[src/rtl/matrix_pkg.sv]
// Shared matrix-bus definitions: dimensions, loader states and the packed slot layout
// used by the loader and the determinant/operator blocks.
package matrix_pkg;
  localparam int N_MAX    = 5;
  localparam int ELEM_W   = 8;
  localparam int SIZE_MIN = 2;
  localparam int TIMEOUT  = 64;

  typedef enum logic [1:0] {IDLE, LOAD, DONE} state_t;

  // MSB of element (r,c); slot 0 (a11) sits at the top of the packed word.
  function automatic int slot_msb(input int r, input int c, input int n_max, input int w);
    return (n_max*n_max - (r*n_max + c))*w - 1;
  endfunction
endpackage

[src/rtl/matrix_idx_counter.sv]
// Row-major (row,col) walker over an n x n sub-square of the packed matrix.
module matrix_idx_counter (
  input  logic       clk,
  input  logic       rst,
  input  logic       clr,
  input  logic       inc,
  input  logic [2:0] n,
  output logic [2:0] row,
  output logic [2:0] col,
  output logic       last
);
  logic [2:0] n_m1;

  assign n_m1 = n - 3'd1;
  assign last = (row == n_m1) && (col == n_m1);

  always_ff @(posedge clk) begin
    if (rst || clr) begin
      row <= '0;
      col <= '0;
    end else if (inc) begin
      if (col == n_m1) begin
        col <= '0;
        row <= row + 3'd1;
      end else begin
        col <= col + 3'd1;
      end
    end
  end
endmodule

[src/rtl/matrix_loader.sv]
// Serial element stream -> packed matrix word with valid/ready output handshake.
// Optional MATLOAD_TIMEOUT_EN aborts a load that stalls too long between elements.
module matrix_loader #(
  parameter int N_MAX  = matrix_pkg::N_MAX,
  parameter int ELEM_W = matrix_pkg::ELEM_W
) (
  input  logic                      clk,
  input  logic                      rst,
  input  logic                      start,
  input  logic [2:0]                size,
  input  logic [ELEM_W-1:0]         elem_in,
  input  logic                      elem_valid,
  output logic                      elem_ready,
  output logic [N_MAX*N_MAX*ELEM_W-1:0] mat_out,
  output logic [2:0]                mat_size,
  output logic                      mat_valid,
  input  logic                      mat_ready,
  output logic                      busy,
  output logic                      err
);
  import matrix_pkg::*;

  state_t     state, state_nx;
  logic [2:0] row, col;
  logic       last, accept, size_ok, load_go, bad_start, tmo;

  assign size_ok   = (size >= 3'(SIZE_MIN)) && (size <= 3'(N_MAX));
  assign load_go   = (state == IDLE) && start && size_ok;
  assign bad_start = (state == IDLE) && start && !size_ok;
  // Decoded from state directly so the FSM block does not read its own output.
  assign accept    = elem_valid && (state == LOAD);
  assign busy      = (state != IDLE);

  matrix_idx_counter u_idx (
    .clk (clk),
    .rst (rst),
    .clr (load_go),
    .inc (accept),
    .n   (mat_size),
    .row (row),
    .col (col),
    .last(last)
  );

`ifdef MATLOAD_TIMEOUT_EN
  localparam int TW = $clog2(TIMEOUT + 1);
  logic [TW-1:0] to_cnt;

  // Counts consecutive LOAD cycles with no accepted element; zero on LOAD entry.
  always_ff @(posedge clk) begin
    if (rst || (state != LOAD) || accept) to_cnt <= '0;
    else                                  to_cnt <= to_cnt + TW'(1);
  end

  assign tmo = (state == LOAD) && !accept && (to_cnt == TW'(TIMEOUT - 1));
`else
  assign tmo = 1'b0;
`endif

  always_comb begin
    state_nx   = state;
    elem_ready = 1'b0;
    mat_valid  = 1'b0;
    case (state)
      IDLE: if (load_go) state_nx = LOAD;
      LOAD: begin
        elem_ready = 1'b1;
        if (tmo)                 state_nx = IDLE;
        else if (accept && last) state_nx = DONE;
      end
      DONE: begin
        mat_valid = 1'b1;
        if (mat_ready) state_nx = IDLE;
      end
      default: state_nx = IDLE;
    endcase
  end

  always_ff @(posedge clk) begin
    if (rst) begin
      state    <= IDLE;
      mat_out  <= '0;
      mat_size <= '0;
      err      <= 1'b0;
    end else begin
      state <= state_nx;
      err   <= bad_start || tmo;
      if (load_go) begin
        mat_out  <= '0;
        mat_size <= size;
      end else if (tmo) begin
        mat_out  <= '0;
      end else if (accept) begin
        for (int r = 0; r < N_MAX; r++)
          for (int c = 0; c < N_MAX; c++)
            if (row == 3'(r) && col == 3'(c))
              mat_out[slot_msb(r, c, N_MAX, ELEM_W) -: ELEM_W] <= elem_in;
      end
    end
  end
endmodule

[config.mk]
export PLATFORM = sky130hd
export DESIGN_NAME = matrix_loader
export DESIGN_NICKNAME = d
export VERILOG_FILES = /design/src/rtl/matrix_pkg.sv /design/src/rtl/matrix_idx_counter.sv /design/src/rtl/matrix_loader.sv
export SDC_FILE = /design/constraint.sdc
export NUM_CORES = 1
export LEC_CHECK = 0
export BUFFER_PORTS_ARGS = -buffer_cell sky130_fd_sc_hd__buf_4
export CORE_ASPECT_RATIO = 0.6
export CORE_MARGIN = 1
export CORE_UTILIZATION = 52
export DETAILED_ROUTE_END_ITERATION = 7
export PLACE_DENSITY = 0.79
export SLEW_MARGIN = 20
export SYNTH_ARGS = -nofsm -noshare
export SYNTH_HDL_FRONTEND = slang
export SYNTH_SLANG_ARGS = --single-unit
[constraint.sdc]
create_clock -name clk -period 2.3 [get_ports clk]
set_input_delay 0.46 -clock clk [delete_from_list [all_inputs] [get_ports clk]]
set_output_delay 0.46 -clock clk [all_outputs]
set_load 0.03 [all_outputs]
# == Yosys cells after proc, flatten, opt, wreduce, memory -nomap -nowiden ==
# Cells that the tools add are included.
# word_totals
reg_bits,212
latch_bits,0
ram_bits,0
rom_bits,0
input_bits,16
out_inout_bits,207
wordCells,123
mem_count,0
# op_classes
n_addsub,3
n_mul,0
div_mod_pow,0
order_cmp,2
n_eq_ne,15
n_shift,0
mux,7
bitwise_logic,0
n_reduce_logical,66
# ops
operator,n
$reduce_and A2 Y1,26
$logic_and A1 B1 Y1,32
$eq A3 B2 Y1 const B,4
$add A3 B1 Y3 const B,2
$eq A3 B1 Y1 const B,2
$eq A3 B3 Y1,2
$eq A3 B3 Y1 const B,2
$logic_not A3 Y1,2
$mux W2,3
$pmux W2 S3,1
$ne A2 B1 Y1 const B,2
$ge A3 B2 Y1 const B,1
$le A3 B3 Y1 const B,1
$mux W3,1
$reduce_and A3 Y1,1
$sub A3 B1 Y3 const B,1
$eq A2 B1 Y1 const B,1
$eq A2 B2 Y1 const B,1
$logic_not A2 Y1,1
$mux W1,2
$ne A2 B2 Y1 const B,1
$reduce_bool A2 Y1,1
$reduce_or A2 Y1,1
$logic_not A1 Y1,1
$logic_or A1 B1 Y1,1

# == Longest topological paths before layout ==
# logic_depth
depth_word,6
ltp_mapped,9
mapped_depth_nobuf,6

# == Hierarchy ==
# Synthesis repeated with hierarchy kept, for this count alone.
# hier_totals
hier_cells,1025
area_unflattened_um2,9888.2
# modules_own_cells
module,n_inst,cells_each,area_each_um2,seq_area_each_um2
matrix_loader,1,983,9469.1,4124.0
matrix_idx_counter,1,42,419.2,120.1

# == Worst setup path after synthesis ==
# OpenSTA, ideal clock, no wires.
# synth_path
kind,reg-to-reg
from,register u_idx.row[2]
to,register mat_out[56]
setup_time_ps,128
arrival_time_ps,1904
required_ps,2172
setup_slack_ps,269
path_stages_with_launch,8
n_path_buf,1
period_less_slack_ps,2031
cell_sequence,dfxtp_1 -> clkbuf_1 -> inv_1 -> ha_1 -> nand2_1 -> nor4_2 -> mux2i_1 -> nor2_1
# synth_between
elab_chain_len,3
# synth_rtl
item,line,rtl
start: declaration,matrix_idx_counter.sv:8,"output logic [2:0] row,"
start signal: assignment,matrix_idx_counter.sv:24,row <= row + 3'd1;
$eq A3 B2 Y1,matrix_loader.sv:96,if (row == 3'(r) && col == 3'(c))
$logic_and A1 B1 Y1,matrix_loader.sv:96,
$reduce_and A2 Y1 (no line),n/a,
end signal: indexed assignment,matrix_loader.sv:97,"mat_out[slot_msb(r, c, N_MAX, ELEM_W) -: ELEM_W] <= elem_in;"
end: declaration,matrix_loader.sv:14,"output logic [N_MAX*N_MAX*ELEM_W-1:0] mat_out,"
# Every way passes these cells.
# A chain may end at the register's enable or synchronous reset.

# == Worst setup path in the final report ==
# layout_path
from,register u_idx.col[1]
to,register mat_out[162]
# layout_between
elab_chain_len,3
# layout_rtl
item,line,rtl
start: declaration,matrix_idx_counter.sv:9,"output logic [2:0] col,"
start signal: assignment,matrix_idx_counter.sv:26,col <= col + 3'd1;
$eq A3 B3 Y1,matrix_loader.sv:96,
$logic_and A1 B1 Y1,matrix_loader.sv:96,
$reduce_and A2 Y1 (no line),n/a,
# Every way passes these cells.

==> results.json <==
{
  "synth-edff-count": 0,
  "multi_input_area_um2": 3605,
  "htree_num_levels": 1,
  "setup_tns_ns": 0,
  "synth.largest_area_cell": "dfxtp_1",
  "antenna_found_initial": 0,
  "port_buffers": 222,
  "yosysWarnings": 0,
  "clk_pin_slew_ns": 0.07,
  "fin_skew_ns": 0.01679,
  "yosys.area.top_type_share_pct": 52.08,
  "leakage_uw": 0.004847,
  "worstSetupPathType": "reg -> reg",
  "hold_viol_final": 0,
  "grt_max_degree": 56,
  "finalNetCount": 1024,
  "synth_cell_types": 43,
  "slew_headroom_pct": 54.27,
  "post_cts_buffers": 0,
  "hp-class": "in -> reg",
  "ctsLongestPathBuffers": 3,
  "drc": 0,
  "ys_seq_area_share_pct": 52.08,
  "cts_tree": "built",
  "routed_wl_um": 22230,
  "synth-async-reset-ratio_pct": 0,
  "clk_latency_ns": 0.50,
  "peakVddDrop_v": 0.0005014,
  "rsz0062_at_grt": "false",
  "nFillCells": 1133,
  "period_needed_ns": 2.128,
  "clock.fmax_ghz": 0.4700,
  "placed_cell_area_um2": 10110,
  "globalRouteOverflowTotal": 0,
  "die_y_um": 98.97,
  "end_kind": "flop",
  "synth_area_um2": 8149,
  "firstDrtPassIters": 5,
  "grt_pass1_vias": 5967,
  "avgRoutedWirePerCell_um": 18.31,
  "synth.avg_cell_area_um2": 10.47,
  "fp.dieW_um": 163.6,
  "cts_sinks": 212,
  "grtUsageTotal_pct": 27.16,
  "cts_root_buf": "clkbuf_16",
  "drive_gt1_share_pct": 30.96,
  "startpoint_type": "flop",
  "post-route-period-util_pct": 92.50,
  "synth_ff_type": "dfxtp_1",
  "worstPathRequired_ns": 2.68,
  "start_util_pct": 53.17,
  "synthToLayoutAreaGrowth_pct": 32.70,
  "num_io_pins": 223,
  "grt_pass1_wl_um": 34150,
  "coreArea_um2": 15330,
  "num_vias": 6299,
  "ant_nets": 0,
  "viasPerCell": 5.189,
  "whs_ns": 0.1969,
  "synth_cells": 778,
  "tightest_slew_ns": 0.6839,
  "ys_ff_latch": 212,
  "die-area_um2": 16190,
  "fin_cells": 1214,
  "final_cell_area_um2": 10810,
  "drtIter0Drc": 397,
  "hpwlAfterDp_um": 14620,
  "post-place-cells": 1178,
  "synth_nets": 805,
  "setup_viol": 0,
  "cts_buffers": 20,
  "critPathMaxFanout": 8,
  "status": "completed",
  "n_antenna_cell": 0,
  "cap_viol_max_count": 0,
  "rows": 35,
  "cp.arrival_ns": 2.51,
  "slew_violations": 0,
  "power_density_nw_per_um2": 702.4,
  "synth_area_leaders": "dfxtp_1 (52%), mux2i_1 (25%), nor2_1 (9.6%), nor3_4 (2.4%), ha_1 (1.7%)",
  "seq_area_um2": 4244,
  "gp_congestion": 0.8276
}
## sequential cells by signal, summed over array words and instances, names as in the netlist
signal,flops
mat_out,200
mat_size,3
u_idx.col,3
u_idx.row,3
state,2
err,1
## final timing paths
path	startpoint	to	slack (ns)	cells after the start
setup / recovery	u_idx.col[1]$_SDFFE_PP0P_	mat_out[162]$_SDFFE_PP0P_	0.17	7
hold / removal	rst	mat_size[1]$_SDFFE_PP0P_	0.20	2
setup reg to reg	u_idx.col[1]$_SDFFE_PP0P_	mat_out[162]$_SDFFE_PP0P_	0.17	7
hold reg to reg	mat_out[111]$_SDFFE_PP0P_	mat_out[111]$_SDFFE_PP0P_	0.49	2
## cell usage after synthesis, types with 5 or more instances
cell and instances:
ha_1 11, clkbuf_1 29, mux2i_1 201, nor2_1 208, a21oi_1 5, buf_2 12, buf_1 13, inv_1 8
nand4_1 5, nand2_1 6, dfxtp_1 212, nor3_4 12
## layer usage
layer,GRT usage (%),wire (µm)
met1,39.55,10770
met2,38.92,9118
met3,9.722,2107
met4,4.345,238
met5,0,0
## through the flow
stage	utilization (%)	setup WS, ns	power [µW]
final	70.56	0.1724	7596
after global routing	70.56	0.04817	7843
after CTS	70.54	0.1427	7635
after detailed placement	65.96	0.08553	4171
after global placement	65.96	0.1910	4168
after floorplan	-	0.2688	4035
## critical path, stage by stage, from the launching register on
cell and delay (ns):
dfxtp_1 0.35, inv_1 0.11, ha_1 0.19, and4b_1 0.24, buf_4 0.14, nand4_1 0.54
mux2i_1 0.38, nor2_1 0.06
## cells in the final DEF, fill, tap and decap left out, drive strengths merged, types with 4 or more instances in the layout
| cell | n |
|---|---|
| ha | 11 |
| clkinv | 5 |
| nor3 | 16 |
| nand2 | 9 |
| nor4 | 4 |
| dfxtp | 212 |
| a21oi | 5 |
| nor2b | 4 |
| inv | 9 |
| buf | 257 |
| mux2i | 201 |
| nor2 | 208 |
| clkbuf | 27 |
| nand4 | 5 |
| xor2 | 4 |
## where the power goes
group,internal (µW),switching [µW]
Clock,2080,1420
Sequential,3680,10.7
Combinational,115,284
Total,5880,1720
## timing repair
item / CTS / global route
hold buffers: 0 / 0
endpoints found under the setup margin: 0 / 3
resized for setup: 0 / 1
## cell type report
class / count / area share, %
Clock buffer: 27 / 5.241
Clock inverter: 9 / 1.250
Inverter: 8 / 0.2777
Multi-Input combinational cell: 498 / 33.33
Sequential cell: 212 / 39.25
Tap cell: 203 / 2.349
Timing Repair Buffer: 257 / 18.30
## cell families after synthesis
| family | share of synthesized area (%) |
|---|---|
| compound gates | 1.090 |
| xor+xnor | 1.044 |
| fa+ha+maj | 1.689 |
| buf+inv | 3.808 |
| flops | 52.08 |
| mux | 24.69 |
| simple gates | 15.60 |
(Power assumes the default switching activity.)
